[src/rtl/alu_sequencer_if.sv]
// Shared ALU operation type plus the instruction/register/RAM bundle that
// connects the CPU side to the multi-cycle ALU sequencer.

package alu_types_pkg;
    typedef enum logic [3:0] {
        ALU_ADD = 4'd0,
        ALU_SUB = 4'd1,
        ALU_AND = 4'd2,
        ALU_OR  = 4'd3,
        ALU_XOR = 4'd4,
        ALU_NOT = 4'd5,
        ALU_RRC = 4'd6,
        ALU_RLC = 4'd7,
        ALU_CP  = 4'd8
    } alu_op;
endpackage

interface alu_sequencer_if #(
    parameter int ADDR_WIDTH = 12
);
    import alu_types_pkg::*;

    // instruction handshake
    logic                  start;
    alu_op                 op;
    logic                  op_use_carry;
    logic [1:0]            dst_sel;
    logic [2:0]            src_sel;
    logic [3:0]            imm;
    logic                  flag_decimal;
    logic                  busy;
    logic                  done;

    // register file
    logic [3:0]            reg_a;
    logic [3:0]            reg_b;
    logic [ADDR_WIDTH-1:0] reg_x;
    logic [ADDR_WIDTH-1:0] reg_y;
    logic                  reg_we_a;
    logic                  reg_we_b;
    logic [3:0]            reg_wdata;

    // nibble RAM
    logic [ADDR_WIDTH-1:0] mem_addr;
    logic                  mem_rd;
    logic                  mem_wr;
    logic [3:0]            mem_wdata;
    logic [3:0]            mem_rdata;

    // status flags owned by the sequencer
    logic                  flag_carry;
    logic                  flag_zero;

    // CPU / environment side
    modport master (
        output start, op, op_use_carry, dst_sel, src_sel, imm, flag_decimal,
        output reg_a, reg_b, reg_x, reg_y, mem_rdata,
        input  busy, done, reg_we_a, reg_we_b, reg_wdata,
        input  mem_addr, mem_rd, mem_wr, mem_wdata, flag_carry, flag_zero
    );

    // sequencer side
    modport slave (
        input  start, op, op_use_carry, dst_sel, src_sel, imm, flag_decimal,
        input  reg_a, reg_b, reg_x, reg_y, mem_rdata,
        output busy, done, reg_we_a, reg_we_b, reg_wdata,
        output mem_addr, mem_rd, mem_wr, mem_wdata, flag_carry, flag_zero
    );
endinterface

[src/rtl/alu_sequencer.sv]
// Multi-cycle execute stage in front of the 4-bit ALU: fetches the two
// operands (register, RAM via X/Y, or immediate), runs the ALU, owns the
// carry/zero flags and writes the result back to register or RAM.

module alu_sequencer
    import alu_types_pkg::*;
#(
    parameter int ADDR_WIDTH = 12
) (
    input  logic             clk,
    input  logic             reset_n,
    alu_sequencer_if.slave   bus
);

    typedef enum logic [2:0] {
        S_IDLE   = 3'd0,
        S_LOAD_A = 3'd1,
        S_WAIT_A = 3'd2,
        S_LOAD_B = 3'd3,
        S_WAIT_B = 3'd4,
        S_EXEC   = 3'd5,
        S_WRITE  = 3'd6
    } state_t;

    state_t     state_q, state_d;
    alu_op      op_q, op_d;
    logic       use_carry_q, use_carry_d;
    logic [1:0] dst_q, dst_d;
    logic [2:0] src_q, src_d;
    logic [3:0] imm_q, imm_d;
    logic [3:0] temp_a_q, temp_a_d;
    logic [3:0] temp_b_q, temp_b_d;
    logic [3:0] result_q, result_d;
    logic       flag_carry_q, flag_carry_d;
    logic       flag_zero_q, flag_zero_d;

    // combinational ALU
    logic [3:0] alu_out;
    logic       alu_carry;
    logic       alu_zero;
    logic       alu_cin;
    logic [4:0] alu_wide;

    // decoded helpers
    logic                  is_unary;
    logic                  dst_is_mem;
    logic                  src_is_mem;
    logic [ADDR_WIDTH-1:0] dst_addr;
    logic [ADDR_WIDTH-1:0] src_addr;

    // output drivers
    logic                  busy_o;
    logic                  done_o;
    logic                  we_a_o;
    logic                  we_b_o;
    logic [3:0]            reg_wdata_o;
    logic [ADDR_WIDTH-1:0] mem_addr_o;
    logic                  mem_rd_o;
    logic                  mem_wr_o;
    logic [3:0]            mem_wdata_o;

    // X/Y are read live, never latched: the CPU holds them stable while busy
    assign is_unary   = (op_q == ALU_NOT) || (op_q == ALU_RRC) || (op_q == ALU_RLC);
    assign dst_is_mem = dst_q[1];
    assign src_is_mem = (src_q == 3'd2) || (src_q == 3'd3);
    assign dst_addr   = dst_q[0] ? bus.reg_y : bus.reg_x;
    assign src_addr   = src_q[0] ? bus.reg_y : bus.reg_x;

    // 4-bit ALU; SUB/CP carry is a borrow, logic ops pass the old carry through
    always_comb begin
        alu_out   = 4'h0;
        alu_carry = flag_carry_q;
        alu_wide  = 5'h00;
        alu_cin   = use_carry_q & flag_carry_q;
        case (op_q)
            ALU_ADD: begin
                alu_wide = {1'b0, temp_a_q} + {1'b0, temp_b_q} + {4'h0, alu_cin};
                if (bus.flag_decimal && (alu_wide > 5'd9)) begin
                    alu_out   = alu_wide[3:0] + 4'd6;
                    alu_carry = 1'b1;
                end else begin
                    alu_out   = alu_wide[3:0];
                    alu_carry = alu_wide[4];
                end
            end
            ALU_SUB: begin
                alu_wide  = {1'b0, temp_a_q} - {1'b0, temp_b_q} - {4'h0, alu_cin};
                alu_carry = alu_wide[4];
                alu_out   = (alu_wide[4] && bus.flag_decimal) ? (alu_wide[3:0] - 4'd6)
                                                              : alu_wide[3:0];
            end
            ALU_CP: begin
                alu_wide  = {1'b0, temp_a_q} - {1'b0, temp_b_q};
                alu_carry = alu_wide[4];
                alu_out   = alu_wide[3:0];
            end
            ALU_AND: alu_out = temp_a_q & temp_b_q;
            ALU_OR:  alu_out = temp_a_q | temp_b_q;
            ALU_XOR: alu_out = temp_a_q ^ temp_b_q;
            ALU_NOT: alu_out = ~temp_a_q;
            ALU_RRC: begin
                alu_out   = {flag_carry_q, temp_a_q[3:1]};
                alu_carry = temp_a_q[0];
            end
            ALU_RLC: begin
                alu_out   = {temp_a_q[2:0], flag_carry_q};
                alu_carry = temp_a_q[3];
            end
            default: ;
        endcase
    end

    assign alu_zero = (alu_out == 4'h0);

    // sequencer next-state, operand capture and write-back strobes
    always_comb begin
        state_d      = state_q;
        op_d         = op_q;
        use_carry_d  = use_carry_q;
        dst_d        = dst_q;
        src_d        = src_q;
        imm_d        = imm_q;
        temp_a_d     = temp_a_q;
        temp_b_d     = temp_b_q;
        result_d     = result_q;
        flag_carry_d = flag_carry_q;
        flag_zero_d  = flag_zero_q;
        done_o       = 1'b0;
        we_a_o       = 1'b0;
        we_b_o       = 1'b0;
        reg_wdata_o  = 4'h0;
        mem_addr_o   = '0;
        mem_rd_o     = 1'b0;
        mem_wr_o     = 1'b0;
        mem_wdata_o  = 4'h0;

        case (state_q)
            S_IDLE: begin
                if (bus.start) begin
                    op_d        = bus.op;
                    use_carry_d = bus.op_use_carry;
                    dst_d       = bus.dst_sel;
                    src_d       = bus.src_sel;
                    imm_d       = bus.imm;
                    state_d     = S_LOAD_A;
                end
            end
            S_LOAD_A: begin
                if (dst_is_mem) begin
                    mem_addr_o = dst_addr;
                    mem_rd_o   = 1'b1;
                    state_d    = S_WAIT_A;
                end else begin
                    temp_a_d = dst_q[0] ? bus.reg_b : bus.reg_a;
                    // unary ops bypass the second fetch so they retire a cycle early
                    if (is_unary) begin
                        temp_b_d = 4'h0;
                        state_d  = S_EXEC;
                    end else begin
                        state_d  = S_LOAD_B;
                    end
                end
            end
            S_WAIT_A: begin
                temp_a_d = bus.mem_rdata;
                if (is_unary) begin
                    temp_b_d = 4'h0;
                    state_d  = S_EXEC;
                end else begin
                    state_d  = S_LOAD_B;
                end
            end
            S_LOAD_B: begin
                if (is_unary) begin
                    temp_b_d = 4'h0;
                    state_d  = S_EXEC;
                end else if (src_is_mem) begin
                    mem_addr_o = src_addr;
                    mem_rd_o   = 1'b1;
                    state_d    = S_WAIT_B;
                end else begin
                    case (src_q)
                        3'd0:    temp_b_d = bus.reg_a;
                        3'd1:    temp_b_d = bus.reg_b;
                        default: temp_b_d = imm_q;
                    endcase
                    state_d = S_EXEC;
                end
            end
            S_WAIT_B: begin
                temp_b_d = bus.mem_rdata;
                state_d  = S_EXEC;
            end
            S_EXEC: begin
                result_d     = alu_out;
                flag_carry_d = alu_carry;
                flag_zero_d  = alu_zero;
                state_d      = S_WRITE;
            end
            S_WRITE: begin
                done_o = 1'b1;
                if (op_q != ALU_CP) begin
                    case (dst_q)
                        2'd0: begin
                            we_a_o      = 1'b1;
                            reg_wdata_o = result_q;
                        end
                        2'd1: begin
                            we_b_o      = 1'b1;
                            reg_wdata_o = result_q;
                        end
                        default: begin
                            mem_wr_o    = 1'b1;
                            mem_addr_o  = dst_addr;
                            mem_wdata_o = result_q;
                        end
                    endcase
                end
                state_d = S_IDLE;
            end
            default: state_d = S_IDLE;
        endcase
    end

    // state and datapath registers; reset aborts any instruction in flight
    always_ff @(posedge clk or negedge reset_n) begin
        if (!reset_n) begin
            state_q      <= S_IDLE;
            op_q         <= ALU_ADD;
            use_carry_q  <= 1'b0;
            dst_q        <= 2'd0;
            src_q        <= 3'd0;
            imm_q        <= 4'h0;
            temp_a_q     <= 4'h0;
            temp_b_q     <= 4'h0;
            result_q     <= 4'h0;
            flag_carry_q <= 1'b0;
            flag_zero_q  <= 1'b0;
        end else begin
            state_q      <= state_d;
            op_q         <= op_d;
            use_carry_q  <= use_carry_d;
            dst_q        <= dst_d;
            src_q        <= src_d;
            imm_q        <= imm_d;
            temp_a_q     <= temp_a_d;
            temp_b_q     <= temp_b_d;
            result_q     <= result_d;
            flag_carry_q <= flag_carry_d;
            flag_zero_q  <= flag_zero_d;
        end
    end

    assign busy_o         = (state_q != S_IDLE);
    assign bus.busy       = busy_o;
    assign bus.done       = done_o;
    assign bus.reg_we_a   = we_a_o;
    assign bus.reg_we_b   = we_b_o;
    assign bus.reg_wdata  = reg_wdata_o;
    assign bus.mem_addr   = mem_addr_o;
    assign bus.mem_rd     = mem_rd_o;
    assign bus.mem_wr     = mem_wr_o;
    assign bus.mem_wdata  = mem_wdata_o;
    assign bus.flag_carry = flag_carry_q;
    assign bus.flag_zero  = flag_zero_q;

endmodule

[src/flat_wrapper.sv]
// flat-port wrapper written by rule: the top's interface ports become plain ports
module alu_sequencer_flat import alu_types_pkg::*;
#(
    parameter int ADDR_WIDTH = 12
)
  (clk, reset_n, bus_start, bus_op, bus_op_use_carry, bus_dst_sel, bus_src_sel, bus_imm, bus_flag_decimal, bus_reg_a, bus_reg_b, bus_reg_x, bus_reg_y, bus_mem_rdata, bus_busy, bus_done, bus_reg_we_a, bus_reg_we_b, bus_reg_wdata, bus_mem_addr, bus_mem_rd, bus_mem_wr, bus_mem_wdata, bus_flag_carry, bus_flag_zero);
  alu_sequencer_if #(.ADDR_WIDTH(ADDR_WIDTH)) bus_i ();
  input  logic clk;
  input  logic reset_n;
  input wire logic [$bits(bus_i.start)-1:0] bus_start;
  input wire logic [$bits(bus_i.op)-1:0] bus_op;
  input wire logic [$bits(bus_i.op_use_carry)-1:0] bus_op_use_carry;
  input wire logic [$bits(bus_i.dst_sel)-1:0] bus_dst_sel;
  input wire logic [$bits(bus_i.src_sel)-1:0] bus_src_sel;
  input wire logic [$bits(bus_i.imm)-1:0] bus_imm;
  input wire logic [$bits(bus_i.flag_decimal)-1:0] bus_flag_decimal;
  input wire logic [$bits(bus_i.reg_a)-1:0] bus_reg_a;
  input wire logic [$bits(bus_i.reg_b)-1:0] bus_reg_b;
  input wire logic [$bits(bus_i.reg_x)-1:0] bus_reg_x;
  input wire logic [$bits(bus_i.reg_y)-1:0] bus_reg_y;
  input wire logic [$bits(bus_i.mem_rdata)-1:0] bus_mem_rdata;
  output wire logic [$bits(bus_i.busy)-1:0] bus_busy;
  output wire logic [$bits(bus_i.done)-1:0] bus_done;
  output wire logic [$bits(bus_i.reg_we_a)-1:0] bus_reg_we_a;
  output wire logic [$bits(bus_i.reg_we_b)-1:0] bus_reg_we_b;
  output wire logic [$bits(bus_i.reg_wdata)-1:0] bus_reg_wdata;
  output wire logic [$bits(bus_i.mem_addr)-1:0] bus_mem_addr;
  output wire logic [$bits(bus_i.mem_rd)-1:0] bus_mem_rd;
  output wire logic [$bits(bus_i.mem_wr)-1:0] bus_mem_wr;
  output wire logic [$bits(bus_i.mem_wdata)-1:0] bus_mem_wdata;
  output wire logic [$bits(bus_i.flag_carry)-1:0] bus_flag_carry;
  output wire logic [$bits(bus_i.flag_zero)-1:0] bus_flag_zero;
  assign bus_i.start = bus_start;
  assign bus_i.op = bus_op;
  assign bus_i.op_use_carry = bus_op_use_carry;
  assign bus_i.dst_sel = bus_dst_sel;
  assign bus_i.src_sel = bus_src_sel;
  assign bus_i.imm = bus_imm;
  assign bus_i.flag_decimal = bus_flag_decimal;
  assign bus_i.reg_a = bus_reg_a;
  assign bus_i.reg_b = bus_reg_b;
  assign bus_i.reg_x = bus_reg_x;
  assign bus_i.reg_y = bus_reg_y;
  assign bus_i.mem_rdata = bus_mem_rdata;
  assign bus_busy = bus_i.busy;
  assign bus_done = bus_i.done;
  assign bus_reg_we_a = bus_i.reg_we_a;
  assign bus_reg_we_b = bus_i.reg_we_b;
  assign bus_reg_wdata = bus_i.reg_wdata;
  assign bus_mem_addr = bus_i.mem_addr;
  assign bus_mem_rd = bus_i.mem_rd;
  assign bus_mem_wr = bus_i.mem_wr;
  assign bus_mem_wdata = bus_i.mem_wdata;
  assign bus_flag_carry = bus_i.flag_carry;
  assign bus_flag_zero = bus_i.flag_zero;
  alu_sequencer #(.ADDR_WIDTH(ADDR_WIDTH)) u_core (.clk(clk), .reset_n(reset_n), .bus(bus_i));
endmodule
[config.mk]
export PLATFORM = sky130hd
export DESIGN_NAME = alu_sequencer_flat
export DESIGN_NICKNAME = d
export VERILOG_FILES = /design/src/rtl/alu_sequencer_if.sv /design/src/rtl/alu_sequencer.sv /design/src/flat_wrapper.sv
export SDC_FILE = /design/constraint.sdc
export NUM_CORES = 1
export LEC_CHECK = 0
export CAP_MARGIN = 5
export CORE_UTILIZATION = 44
export CTS_CLUSTER_SIZE = 25
export DETAILED_ROUTE_END_ITERATION = 12
export PLACE_DENSITY_LB_ADDON = 0.08
export SYNTH_ARGS = -nofsm -noshare
export SYNTH_HDL_FRONTEND = slang
export SYNTH_SLANG_ARGS = --single-unit
[constraint.sdc]
create_clock -name clk -period 3.9 [get_ports clk]
set_clock_uncertainty 0.15 [all_clocks]
set_input_delay 0.39 -clock clk [delete_from_list [all_inputs] [get_ports clk]]
set_output_delay 0.39 -clock clk [all_outputs]
set_load 0.02 [all_outputs]
==> results.json, run 1 <==
{
  "status": "finished, violations left",
  "violations": "DRC",
  "wire_per_inst_um": 15.1,
  "grt_pass1_wl_mm": 13.5,
  "route.vias.total": 2959,
  "post-dp-hpwl_mm": 6.43,
  "drt_pass1_iterations": 8,
  "max_freq_mhz": 258,
  "antenna_found_initial": 0,
  "clock-sinks": 31,
  "ys.flop_type": "dfrtp_1",
  "hold_viol_final": 0,
  "cap_violations": 0,
  "start_kind": "flip-flop",
  "pwr-share-comb_pct": 73.4,
  "final_cell_area_um2": 4060,
  "grt_usage_pct": 23.8,
  "drv_slew": 0,
  "synth_area_um2": 2950,
  "place_ws_ns": -0.0310,
  "synth_cell_types": 60,
  "placed_cell_area_um2": 3910,
  "start_util_pct": 45.9,
  "core_um2": 6420,
  "grt_max_degree": 32,
  "crit_slowest_cell": "fa_2",
  "switching_power_mw": 1.96,
  "path_clk_slew_ns": 0.07,
  "viasPerCell": 5.60,
  "cts_root_buf": "clkbuf_8",
  "critical_path.cell_chain": "inv_2 -> ha_4 -> fa_2 -> ha_4 -> inv_2 -> ha_2 -> and2b_4 -> or4b_4 -> or3b_1 -> mux2_4 -> and4_4 -> or4_4 -> o31ai_4",
  "overflow": 0,
  "ys_ff_latch": 31,
  "clock_path_buffers": 2,
  "num_io_pins": 82,
  "hold_ws_ns": 0.347,
  "synthCells": 363,
  "clk_latency_ns": 0.28,
  "syn_nets": 437,
  "ant_nets": 0,
  "finalNetCount": 524,
  "yosysSeqAreaShare_pct": 26.3,
  "critical_path_class": "reg2reg",
  "portBuffers": 81,
  "synth_edf_count": 0,
  "max_stage_delay_ns": 0.46,
  "power_frac_seq_pct": 18.4,
  "max_slew.worst_pin.slew_ns": 0.975,
  "rsz0062_at_grt": "true",
  "drc": 2,
  "crit_family": "simple AND/OR/NAND/NOR gates",
  "ys_async_sr_fraction_pct": 100,
  "vdd_drop_max_v": 0.000360,
  "row_count": 29,
  "ctsHoldBuffers": 0,
  "slew_headroom_pct": 34.5,
  "path_max_fanout": 3,
  "cts_tree": "yes",
  "powerDensity_nw_per_um2": 985,
  "hold_path.class": "in2async",
  "leakagePower_nw": 1.71,
  "fin_ws_ns": 0.0299,
  "worst_setup_path_end_kind": "flip-flop",
  "finalWeightedCongestion": 0.868,
  "p_clk_share_pct": 8.2,
  "dieArea_um2": 7030,
  "p_sw_share_pct": 49.1,
  "diodes": 0,
  "required_ns": 3.95,
  "utilization_pct": 63.2,
  "yosysWarnings": 0,
  "setup_violations": 0,
  "cts_made_buffers": 5,
  "die_y_um": 83.9,
  "synth_area_per_cell_um2": 8.12,
  "drt_wl_total_mm": 7.97,
  "drive_gt1_share_pct": 11.8,
  "final_period_minus_worst_setup_slack_ns": 3.87,
  "htreeDepth": 2,
  "internal_power_mw": 2.03,
  "grt_pass1_vias": 2895,
  "fin_crit_sh_pct": 99.2,
  "die_w_um": 83.9,
  "crit_arrival_ns": 3.92,
  "path_buf_inv": 2,
  "area_delta_synth_final_pct": 37.6,
  "drt_iter0_markers": 185
}
## final cells by class
class / instances / area (um2)
multi-input cells: 290 / 2040
well taps: 77 / 96.3
fillers: 590 / 2360
flip-flops and latches: 31 / 776
inverters: 24 / 90.1
clock buffers: 6 / 82.6
repair buffers: 98 / 938
clock inverters: 2 / 35.0
## repair_timing
item,4_1_cts,5_1_grt
gates resized for setup,1,3
buffers inserted,2,1
setup endpoints to repair,1,1
cloned,0,0
pin swaps,0,1
## state kept, by name, indices dropped and copies added (netlist names), 2 cells and up
register,count
u_core.result_q,4
u_core.op_q,4
u_core.temp_a_q,4
u_core.src_q,3
u_core.dst_q,2
u_core.imm_q,4
u_core.state_q,3
u_core.temp_b_q,4
## cell families (layout without fill, tap and decap cells)
logic type | count (synthesis) | in the layout | synth area share, %
simple gates | 139 | 139 | 24.6
compound gates | 99 | 99 | 22.7
buf+inv | 42 | 130 | 5.98
flops | 31 | 31 | 26.3
mux | 26 | 26 | 9.34
fa+ha+maj | 20 | 20 | 9.25
xor+xnor | 6 | 6 | 1.78
## placed cells by master, fill, tap and decap left out, types with 4 or more instances in the layout
cell	Yosys	routed
clkdlybuf4s50_1	0	81
nor2_1	38	38
nand2_1	34	34
dfrtp_1	31	31
o21ai_0	24	24
a21oi_1	23	23
inv_1	23	21
buf_4	1	17
and2_1	14	14
mux2i_1	14	14
ha_1	17	13
a22o_1	12	12
mux2_2	12	11
nor2b_1	6	6
nor3_1	6	6
clkbuf_8	0	6
xnor2_1	6	5
nor3b_1	5	5
a31oi_1	5	5
nand2b_1	4	4
or3_1	4	4
nand3_1	4	4
o311ai_0	4	4
a211oi_1	4	4
## stage by stage
stage	std cells	power (mW)	TNS, ns
global route	528	4.39	-0.105
detailed placement	517	3.60	-0.0310
global placement	517	3.55	0
CTS	527	3.97	0
floorplan	363	2.76	0
finish	528	4.00	0
## per-layer routing
metal / wire (um) / GRT usage [%]
met4: 174 / 6.90
met1: 3450 / 29.8
met2: 3960 / 41.7
met3: 386 / 4.35
met5: 0 / 0
## cell usage after synthesis, types with 2 or more instances
master	instances	share of area, %
a22o_1	12	3.6
nand2_1	34	4.3
and2_1	14	3.0
xnor2_1	6	1.8
nor2b_1	6	1.3
and3b_1	2	0.59
a21oi_1	23	3.9
buf_6	2	0.76
inv_1	23	2.9
nand2b_1	4	0.85
nand4_1	2	0.42
clkbuf_1	14	1.8
o31a_1	2	0.59
o31ai_1	2	0.51
mux2i_1	14	4.8
a2111oi_0	3	0.89
a211oi_1	4	1.0
a211o_1	2	0.59
o211ai_1	2	0.51
dfrtp_1	31	26
nor4_1	3	0.64
nand3_1	4	0.68
nand3b_1	2	0.51
or3_1	4	0.85
nor3_1	6	1.0
nor2_1	38	4.8
o22ai_1	2	0.42
o311ai_0	4	1.2
a221oi_1	2	0.59
o21bai_1	3	0.76
a31oi_1	5	1.1
mux2_2	12	4.6
and3_1	3	0.64
fa_1	3	2.0
o32ai_1	2	0.59
ha_1	17	7.2
o21ai_0	24	4.1
nor3b_1	5	1.3
## power by group through the flow
| stage | logic (mW) | clock network (mW) | registers (mW) |
|---|---|---|---|
| after floorplan | 2.16 | 0 | 0.608 |
| after global placement | 2.82 | 0 | 0.732 |
| after detailed placement | 2.87 | 0 | 0.737 |
| after CTS | 2.90 | 0.334 | 0.731 |
| after global routing | 3.27 | 0.351 | 0.770 |
| final | 2.93 | 0.328 | 0.736 |
## path summary, 6_finish.rpt
check	cells after the start	slack, ns	startpoint	endpoint
max reg2reg	13	0.03	u_core.temp_a_q[0]	u_core.bus.flag_zero
min in group clk	1	0.36	u_core.imm_q[1]	u_core.imm_q[1]
max in group asynchronous	2	2.95	reset_n	u_core.imm_q[0]
min reg2reg	1	0.36	u_core.imm_q[1]	u_core.imm_q[1]
max	13	0.03	u_core.temp_a_q[0]	u_core.bus.flag_zero
min	2	0.35	reset_n	u_core.bus.flag_zero
No activity file was read; power rests on OpenSTA's default activity.
==> run 2, diff against run 1 <==
--- a/config.mk
+++ b/config.mk
@@ -6,8 +6,8 @@
 export NUM_CORES = 1
 export LEC_CHECK = 0
 export CAP_MARGIN = 5
-export CORE_UTILIZATION = 44
-export CTS_CLUSTER_SIZE = 25
+export CORE_UTILIZATION = 53
+export CTS_CLUSTER_SIZE = 8
 export DETAILED_ROUTE_END_ITERATION = 12
 export PLACE_DENSITY_LB_ADDON = 0.08
 export SYNTH_ARGS = -nofsm -noshare
==> constraint.sdc (replaced) <==
create_clock -name clk -period 5 [get_ports clk]
set_clock_uncertainty 0.15 [all_clocks]
set_input_delay 0.5 -clock clk [delete_from_list [all_inputs] [get_ports clk]]
set_output_delay 0.5 -clock clk [all_outputs]
set_load 0.02 [all_outputs]
==> results.json, run 2 (synthesis gave the netlist of run 1 again) <==
{
  "status": "finished clean",
  "top_layer": "met4",
  "vdd_drop_max_v": 0.000401,
  "cts_root_buf": "clkbuf_8",
  "slew_headroom_pct": 32.7,
  "fin_cells": 508,
  "crit_arrival_ns": 4.57,
  "fin_ws_ns": 0.488,
  "required_ns": 5.05,
  "die_w_um": 76.6,
  "dp_cells": 500,
  "drt_pass1_iterations": 5,
  "final_cell_area_um2": 3870,
  "wl_met2_mm": 4.05,
  "drv_slew": 0,
  "route.vias.total": 3003,
  "path_buf_inv": 1,
  "utilization_pct": 73.9,
  "final_period_minus_worst_setup_slack_ns": 4.51,
  "htreeDepth": 2,
  "finalNetCount": 511,
  "drt_iter0_markers": 323,
  "max_stage_delay_ns": 0.52,
  "holdCritStartpoint": "u_core.imm_q[1]",
  "critical_path_class": "reg2reg",
  "setup_violations": 0,
  "start_util_pct": 56.3,
  "hold_ws_ns": 0.364,
  "grt_pass1_wl_mm": 13.8,
  "critical_path.cell_chain": "inv_1 -> ha_1 -> fa_1 -> xnor2_1 -> xnor2_1 -> ha_1 -> and2b_4 -> or4b_4 -> or3b_1 -> mux2_2 -> and4_4 -> or4_4 -> o31ai_4",
  "dieArea_um2": 5860,
  "setup-tns-final_ns": 0,
  "hold_path.class": "reg2reg",
  "wl_met1_mm": 3.52,
  "path_clk_slew_ns": 0.07,
  "grt_max_degree": 32,
  "finalWeightedCongestion": 0.952,
  "row_count": 26,
  "clk_latency_ns": 0.28,
  "rsz0062_at_grt": "false",
  "viasPerCell": 5.91,
  "worst_setup_path_end_kind": "flip-flop",
  "cts_resized": 0,
  "critPathLaunch": "u_core.temp_a_q[0]",
  "final_common_cell": "clkdlybuf4s50_1",
  "max_slew.worst_pin.slew_ns": 1.00,
  "antenna_found_initial": 0,
  "start_kind": "flip-flop",
  "max_freq_mhz": 222,
  "fin_crit_sh_pct": 90.2,
  "cts_made_buffers": 5,
  "total_power_mw": 2.88,
  "overflow": 0,
  "path_max_fanout": 7,
  "drive_gt1_share_pct": 6.85,
  "final_cell_mix": "clkdlybuf4s50_1, nor2_1, nand2_1",
  "placed_cell_area_um2": 3790,
  "hold_viol_final": 0,
  "area_delta_synth_final_pct": 31.3,
  "leakagePower_nw": 1.62,
  "crit_family": "simple AND/OR/NAND/NOR gates",
  "die_y_um": 76.6,
  "num_io_pins": 82,
  "r2r_start": "u_core.temp_a_q[0]",
  "grt_usage_pct": 29.0,
  "wl_met3_um": 418,
  "postCtsSetupBuffers": 0,
  "post-dp-hpwl_mm": 6.41,
  "cts_tree": "yes",
  "portBuffers": 81,
  "powerDensity_nw_per_um2": 744,
  "place_ws_ns": 0.523,
  "clock_path_buffers": 2,
  "grt_pass1_vias": 2991,
  "diodes": 0,
  "drc": 0,
  "wire_per_inst_um": 16.1,
  "ctsHoldBuffers": 0,
  "core_um2": 5240,
  "crit_slowest_cell": "or4_4",
  "ant_nets": 0,
  "drt_wl_total_mm": 8.17,
  "clock-sinks": 31,
  "cap_violations": 0
}
run 2: changes by cell type in the layout (fill, tap and decap cells not counted), moves of 2 or more:
cell	previous run	this run
ha_2	2	0
inv_1	21	23
buf_4	17	4
ha_1	13	17
clkbuf_1	0	2
ha_4	2	0
inv_2	2	0
run 2: worst paths after layout:
kind,end,slack (ns),cells after the start
worst max-delay path,u_core.bus.flag_zero,0.49,13
worst min-delay path,u_core.imm_q[1],0.36,1
worst max register to register,u_core.bus.flag_zero,0.49,13
worst min register to register,u_core.imm_q[1],0.36,1
max in group asynchronous,u_core.op_q[2],3.92,2
min in group asynchronous,u_core.bus.flag_zero,0.47,2
run 2: where the power goes:
group	internal [mW]	leakage [nW]	switching [mW]	total, mW
combinational	0.907	1.21	1.18	2.08
clock	0.0976	0.0422	0.0970	0.195
sequential	0.379	0.370	0.223	0.603
total	1.38	1.62	1.50	2.88
run 2: final cells by class:
type                    count  area (um2)
inverters                  24        90.1
flip-flops and latches     31         776
well taps                  70        87.6
multi-input cells         290        2000
clock inverters             1        5.00
clock buffers               7        76.3
repair buffers             85         841
fillers                   423        1370
run 2: layer usage:
metal	up-vias	global-route usage, %
li1	1453	-
met1	1421	35.5
met3	18	4.07
met2	111	52.7
met4	0	8.27
met5	-	0
run 2: worst register-to-register path, delay by kind of cell (launching register included):
| family | cells | cell delay (ns) |
|---|---|---|
| buffers and inverters | 1 | 0.11 |
| XOR/XNOR | 2 | 0.61 |
| AO/OA/AOI/OAI | 1 | 0.16 |
| multiplexers | 1 | 0.27 |
| AND/OR/NAND/NOR | 5 | 1.76 |
| flip-flops | 1 | 0.43 |
| adder cells (fa/ha/maj) | 3 | 0.94 |
